[config.mk]
export PLATFORM = sky130hd
export DESIGN_NAME = led_pattern_engine
export DESIGN_NICKNAME = d
export VERILOG_FILES = /design/src/rtl/led_pattern_engine.sv
export SDC_FILE = /design/constraint.sdc
export NUM_CORES = 1
export LEC_CHECK = 0
export CORE_ASPECT_RATIO = 0.6
export CORE_MARGIN = 1
export CORE_UTILIZATION = 55
export CTS_CLUSTER_SIZE = 12
export DETAILED_ROUTE_END_ITERATION = 12
export PLACE_DENSITY = 0.86
export SKIP_LAST_GASP = 1
export SYNTH_ARGS = -nofsm -noshare
export SYNTH_HDL_FRONTEND = slang
export SYNTH_SLANG_ARGS = --single-unit
[constraint.sdc]
create_clock -name clk -period 4 [get_ports clk]
set_clock_uncertainty 0.15 [all_clocks]
set_input_delay 0.8 -clock clk [delete_from_list [all_inputs] [get_ports clk]]
set_output_delay 0.8 -clock clk [all_outputs]
set_load 0.1 [all_outputs]
[src/rtl/led_pattern_engine.sv]
// led_pattern_engine
//   LED sequencer with a programmable-period step timer and four runtime
//   selectable patterns: rotate left, rotate right, bounce and fill/clear.
//
//   Optional build macro: LED_PWM_EN
//     When defined, the design adds a 4-bit duty input and a free-running
//     4-bit PWM counter that gates the LED outputs. The step timing and the
//     pattern logic do not change.
//
// Parameters
//   NUM_LEDS   number of LED outputs (>= 2)
//   SHIFT_TIME clock cycles per pattern step (>= 1)
//   CNT_W      step counter width, 2**CNT_W > SHIFT_TIME
//
// Ports
//   clk   in   system clock
//   rst   in   synchronous reset, active-high, priority over all inputs
//   en    in   run enable; low freezes timer, pattern and mode
//   mode  in   00 rotate left, 01 rotate right, 10 bounce, 11 fill/clear
//   duty  in   (LED_PWM_EN only) PWM duty, 0..15 of 16 cycles lit
//   led   out  LED drive, bit 0 = LED0
//   step  out  registered one-cycle pulse, coincident with each led update
module led_pattern_engine #(
    parameter int NUM_LEDS   = 8,
    parameter int SHIFT_TIME = 50000000,
    parameter int CNT_W      = 32
) (
    input  logic                clk,
    input  logic                rst,
    input  logic                en,
    input  logic [1:0]          mode,
`ifdef LED_PWM_EN
    input  logic [3:0]          duty,
`endif
    output logic [NUM_LEDS-1:0] led,
    output logic                step
);

    typedef enum logic {
        DIR_UP   = 1'b0,
        DIR_DOWN = 1'b1
    } dir_e;

    localparam logic [CNT_W-1:0]    TERM_CNT = CNT_W'(SHIFT_TIME - 1);
    localparam logic [NUM_LEDS-1:0] LED_INIT = NUM_LEDS'(1);

    logic [CNT_W-1:0]    cnt_q,  cnt_d;
    logic [NUM_LEDS-1:0] led_q,  led_d;
    logic                step_q, step_d;
    dir_e                dir_q,  dir_d;
    logic                fill_q, fill_d;
    logic [1:0]          mode_q, mode_d;

    logic [NUM_LEDS-1:0] rot_l;
    logic [NUM_LEDS-1:0] rot_r;
    logic [NUM_LEDS-1:0] fill_shift;

    always_comb begin
        rot_l      = {led_q[NUM_LEDS-2:0], led_q[NUM_LEDS-1]};
        rot_r      = {led_q[0], led_q[NUM_LEDS-1:1]};
        fill_shift = {led_q[NUM_LEDS-2:0], ~fill_q};
    end

    always_comb begin
        cnt_d  = cnt_q;
        led_d  = led_q;
        step_d = 1'b0;
        dir_d  = dir_q;
        fill_d = fill_q;
        mode_d = mode_q;

        if (en) begin
            if (cnt_q == TERM_CNT) begin
                cnt_d  = '0;
                step_d = 1'b1;
                if (mode != mode_q) begin
                    // A mode change restarts the pattern instead of advancing it.
                    mode_d = mode;
                    led_d  = LED_INIT;
                    dir_d  = DIR_UP;
                    fill_d = 1'b0;
                end else begin
                    case (mode_q)
                        2'b00: led_d = rot_l;
                        2'b01: led_d = rot_r;
                        2'b10: begin
                            // Reverse while leaving an endpoint so each end
                            // is shown for exactly one step.
                            if (dir_q == DIR_UP) begin
                                if (led_q[NUM_LEDS-1]) begin
                                    led_d = led_q >> 1;
                                    dir_d = DIR_DOWN;
                                end else begin
                                    led_d = led_q << 1;
                                end
                            end else begin
                                if (led_q[0]) begin
                                    led_d = led_q << 1;
                                    dir_d = DIR_UP;
                                end else begin
                                    led_d = led_q >> 1;
                                end
                            end
                        end
                        2'b11: begin
                            led_d = fill_shift;
                            if ((!fill_q && (&fill_shift)) || (fill_q && !(|fill_shift)))
                                fill_d = ~fill_q;
                        end
                        default: led_d = led_q;
                    endcase
                end
            end else begin
                cnt_d = cnt_q + 1'b1;
            end
        end
    end

    always_ff @(posedge clk) begin
        if (rst) begin
            cnt_q  <= '0;
            led_q  <= LED_INIT;
            step_q <= 1'b0;
            dir_q  <= DIR_UP;
            fill_q <= 1'b0;
            mode_q <= 2'b00;
        end else begin
            cnt_q  <= cnt_d;
            led_q  <= led_d;
            step_q <= step_d;
            dir_q  <= dir_d;
            fill_q <= fill_d;
            mode_q <= mode_d;
        end
    end

    assign step = step_q;

`ifdef LED_PWM_EN
    logic [3:0] pwm_cnt_q, pwm_cnt_d;

    // Free-running brightness counter, independent of en.
    always_comb pwm_cnt_d = pwm_cnt_q + 4'd1;

    always_ff @(posedge clk) begin
        if (rst) pwm_cnt_q <= 4'd0;
        else     pwm_cnt_q <= pwm_cnt_d;
    end

    assign led = led_q & {NUM_LEDS{pwm_cnt_q < duty}};
`else
    assign led = led_q;
`endif

endmodule

==> impl_metrics.json <==
{
  "outcome": "finished clean",
  "start_util_pct": 57.6,
  "cpPeakStageDelay_ns": 1.21,
  "clock-sinks": 45,
  "synth_flop_cell": "dfxtp_1",
  "hold_class": "reg2reg",
  "seqPwrFrac_pct": 55.1,
  "cts-htree-levels": 2,
  "swShare_pct": 21.9,
  "cts_max_path_buffers": 2,
  "vias": 2199,
  "grt_pass1_vias": 1821,
  "clock_latency_ns": 0.30,
  "grt_setup_unrepaired": "false",
  "cts_tree": "done",
  "synth_edf_count": 0,
  "grt_usage_pct": 27.2,
  "drc": 0,
  "hold_viol": 0,
  "fillCellCount": 357,
  "drive_above_1_share_pct": 8.36,
  "post-synth-top-count-cell": "dfxtp_1",
  "finalPower_uw": 829,
  "row_count": 18,
  "drtAntennaViolNets": 0,
  "wirelength_um": 5760,
  "cp.buffers_inverters": 1,
  "r2r_slack_ns": 1.28,
  "antenna_found_initial": 0,
  "grt-ovfl-total": 0,
  "drt_pass1_iterations": 4,
  "post_synth.cell_area_avg_um2": 8.18,
  "critPathKind": "reg2out",
  "synthTopCellsByArea": "dfxtp_1 (38%), nor2_1 (6.1%), xnor2_1 (5.9%), nand2_1 (3.9%), nor3_1 (2.9%)",
  "fmax_mhz": 330,
  "cp_top_family": "buffers and inverters",
  "area_delta_synth_final_pct": 10.8,
  "regArea_um2": 901,
  "port_buffers": 13,
  "die_h_um": 53.0,
  "cts_buffers": 5,
  "io_pins": 14,
  "design.core.area_mm2": 0.00414,
  "drt_iter0_markers": 248,
  "worstPathCellList": "clkdlybuf4s50_1",
  "report.final.slew_viol_count": 0,
  "vias_per_cell": 6.13,
  "worst_slew_pin_slew_ns": 1.15,
  "p_per_area_mw_per_mm2": 313,
  "synth.largest_area_cell": "dfxtp_1",
  "end_kind": "output pin",
  "multi_input_comb_area_mm2": 0.00139,
  "comb_power_share_pct": 4.1,
  "p_int_uw": 648,
  "p_leak_nw": 0.802,
  "dieWidth_um": 87.1,
  "period_share_pct": 75.8,
  "critPathLaunchType": "flop",
  "synth_common_cells": "dfxtp_1 (45), nor2_1 (39), nand2_1 (25)",
  "synth_seq_cells": 45,
  "cts-root-buf": "clkbuf_8",
  "syn_nets": 298,
  "netlist_area_mm2": 0.00239,
  "synthCells": 292,
  "yosysSeqAreaShare_pct": 37.7,
  "grt_start_max_net_pins": 23,
  "clkPwrFrac_pct": 40.8,
  "ir_worst_vdd_mv": 0.208,
  "routedWlPerCell_um": 16.0,
  "crit_required_ns": 3.05,
  "synthDistinctLibCells": 49,
  "period_minus_slack_ns": 3.03,
  "dieArea_mm2": 0.00462,
  "async_reset_ff_share_pct": 0,
  "path_clk_slew_ns": 0.08,
  "fin_nets": 305,
  "dp_hpwl_um": 3990,
  "diodes": 0,
  "p_sw_uw": 181,
  "cp_slowest_cell": "clkdlybuf4s50_1",
  "yosysWarnings": 0,
  "cp.arrival_ns": 2.08,
  "cap_viol_max_count": 0,
  "cts_resized": 0,
  "worstPathMaxFanout": 11,
  "synth_top_area_share_pct": 37.7,
  "setup_viol": 0,
  "gp_congestion": 0.911,
  "grt_pass1_wl_um": 9280,
  "cts_hold_buf": 0,
  "relSlewSlack_pct": 22.6,
  "tns_ns": 0,
  "cts_setup_buffers": 0
}
==> worst register-to-register path, stage by stage (launching register included) <==
cell	delay, ns
dfxtp_1	0.73
nand2b_1	0.14
o31ai_1	0.94
mux2i_1	0.35
nor3_1	0.09
a31o_2	0.22
==> cell families after synthesis <==
family | after synthesis | share of synthesized area, %
XOR/XNOR | 24 | 8.80
multiplexers | 5 | 2.10
flip-flops | 45 | 37.7
buffers and inverters | 22 | 4.03
AO/OA/AOI/OAI | 49 | 14.2
AND/OR/NAND/NOR | 146 | 32.6
adder cells (fa/ha/maj) | 1 | 0.524
==> metrics by stage <==
| step | instance area (µm²) | setup slack, ns | hold WS (ns) | util, % | instances |
|---|---|---|---|---|---|
| 2_1_floorplan | 2390 | 1.24 | 0.308 | - | 292 |
| 3_3_place_gp | 2540 | 0.802 | 0.316 | 61.4 | 352 |
| 3_5_place_dp | 2540 | 0.725 | 0.321 | 61.4 | 352 |
| 4_1_cts | 2650 | 0.971 | 0.333 | 63.9 | 359 |
| 5_1_grt | 2650 | 0.898 | 0.353 | 63.9 | 359 |
| 6_report | 2650 | 0.969 | 0.328 | 63.9 | 359 |
==> registers in the layout (all words and copies together) (netlist names) <==
name    count
fill_q      1
step        1
cnt_q      32
dir_q       1
mode_q      2
led         8
==> routing by layer <==
| metal | GRT usage (%) | up-vias | routed length (µm) |
|---|---|---|---|
| li1 | - | 1073 | - |
| met1 | 40.9 | 1021 | 2910 |
| met2 | 37.0 | 97 | 2290 |
| met3 | 7.02 | 8 | 491 |
| met4 | 8.33 | 0 | 69 |
| met5 | 0 | - | 0 |
==> cell usage in the layout (no fill, tap or decap), types with 2 or more instances in the layout <==
master,synthesis,final
inv_1,6,6
nand2b_1,3,3
and4_1,5,5
mux2i_1,5,5
nand3_1,12,12
nand2_1,25,25
buf_4,1,3
nor3_1,14,14
nor4_1,9,9
xnor2_1,16,16
or2_2,3,3
a32o_1,2,2
xor2_1,8,8
nor2_1,39,39
or4_1,6,6
o22a_1,2,2
o211ai_1,3,3
dfxtp_1,45,45
or3_1,2,2
nand4_1,11,11
clkbuf_8,0,5
o31ai_1,3,3
clkdlybuf4s50_1,0,13
and3_1,4,4
nor2b_1,3,3
a31o_2,6,6
a31oi_1,4,4
a21oi_1,12,12
o21ai_0,8,8
a2bb2oi_1,3,3
==> power by group through the flow <==
stage	clock, mW	combinational, mW	sequential [mW]
final	0.338	0.0342	0.456
after global routing	0.360	0.0372	0.457
after CTS	0.338	0.0333	0.456
after detailed placement	0	0.0331	0.467
after global placement	0	0.0318	0.467
after floorplan	0	0.0229	0.466
==> worst paths after layout <==
path                            startpoint     end  cells past startpoint
worst max-delay path                led[0]  led[0]                      1
worst min-delay path                led[6]  led[6]                      2
worst min register to register      led[6]  led[6]                      2
worst max register to register   mode_q[1]  led[4]                      5
==> cell type report <==
class | count | area share, %
multi-input combinational | 225 | 52.6
clock inverter | 2 | 1.32
sequential | 45 | 34.0
tap | 60 | 2.84
clock buffer | 5 | 2.60
inverter | 6 | 0.851
timing repair buffer | 16 | 5.77
Power figures use the tool's default switching activity.
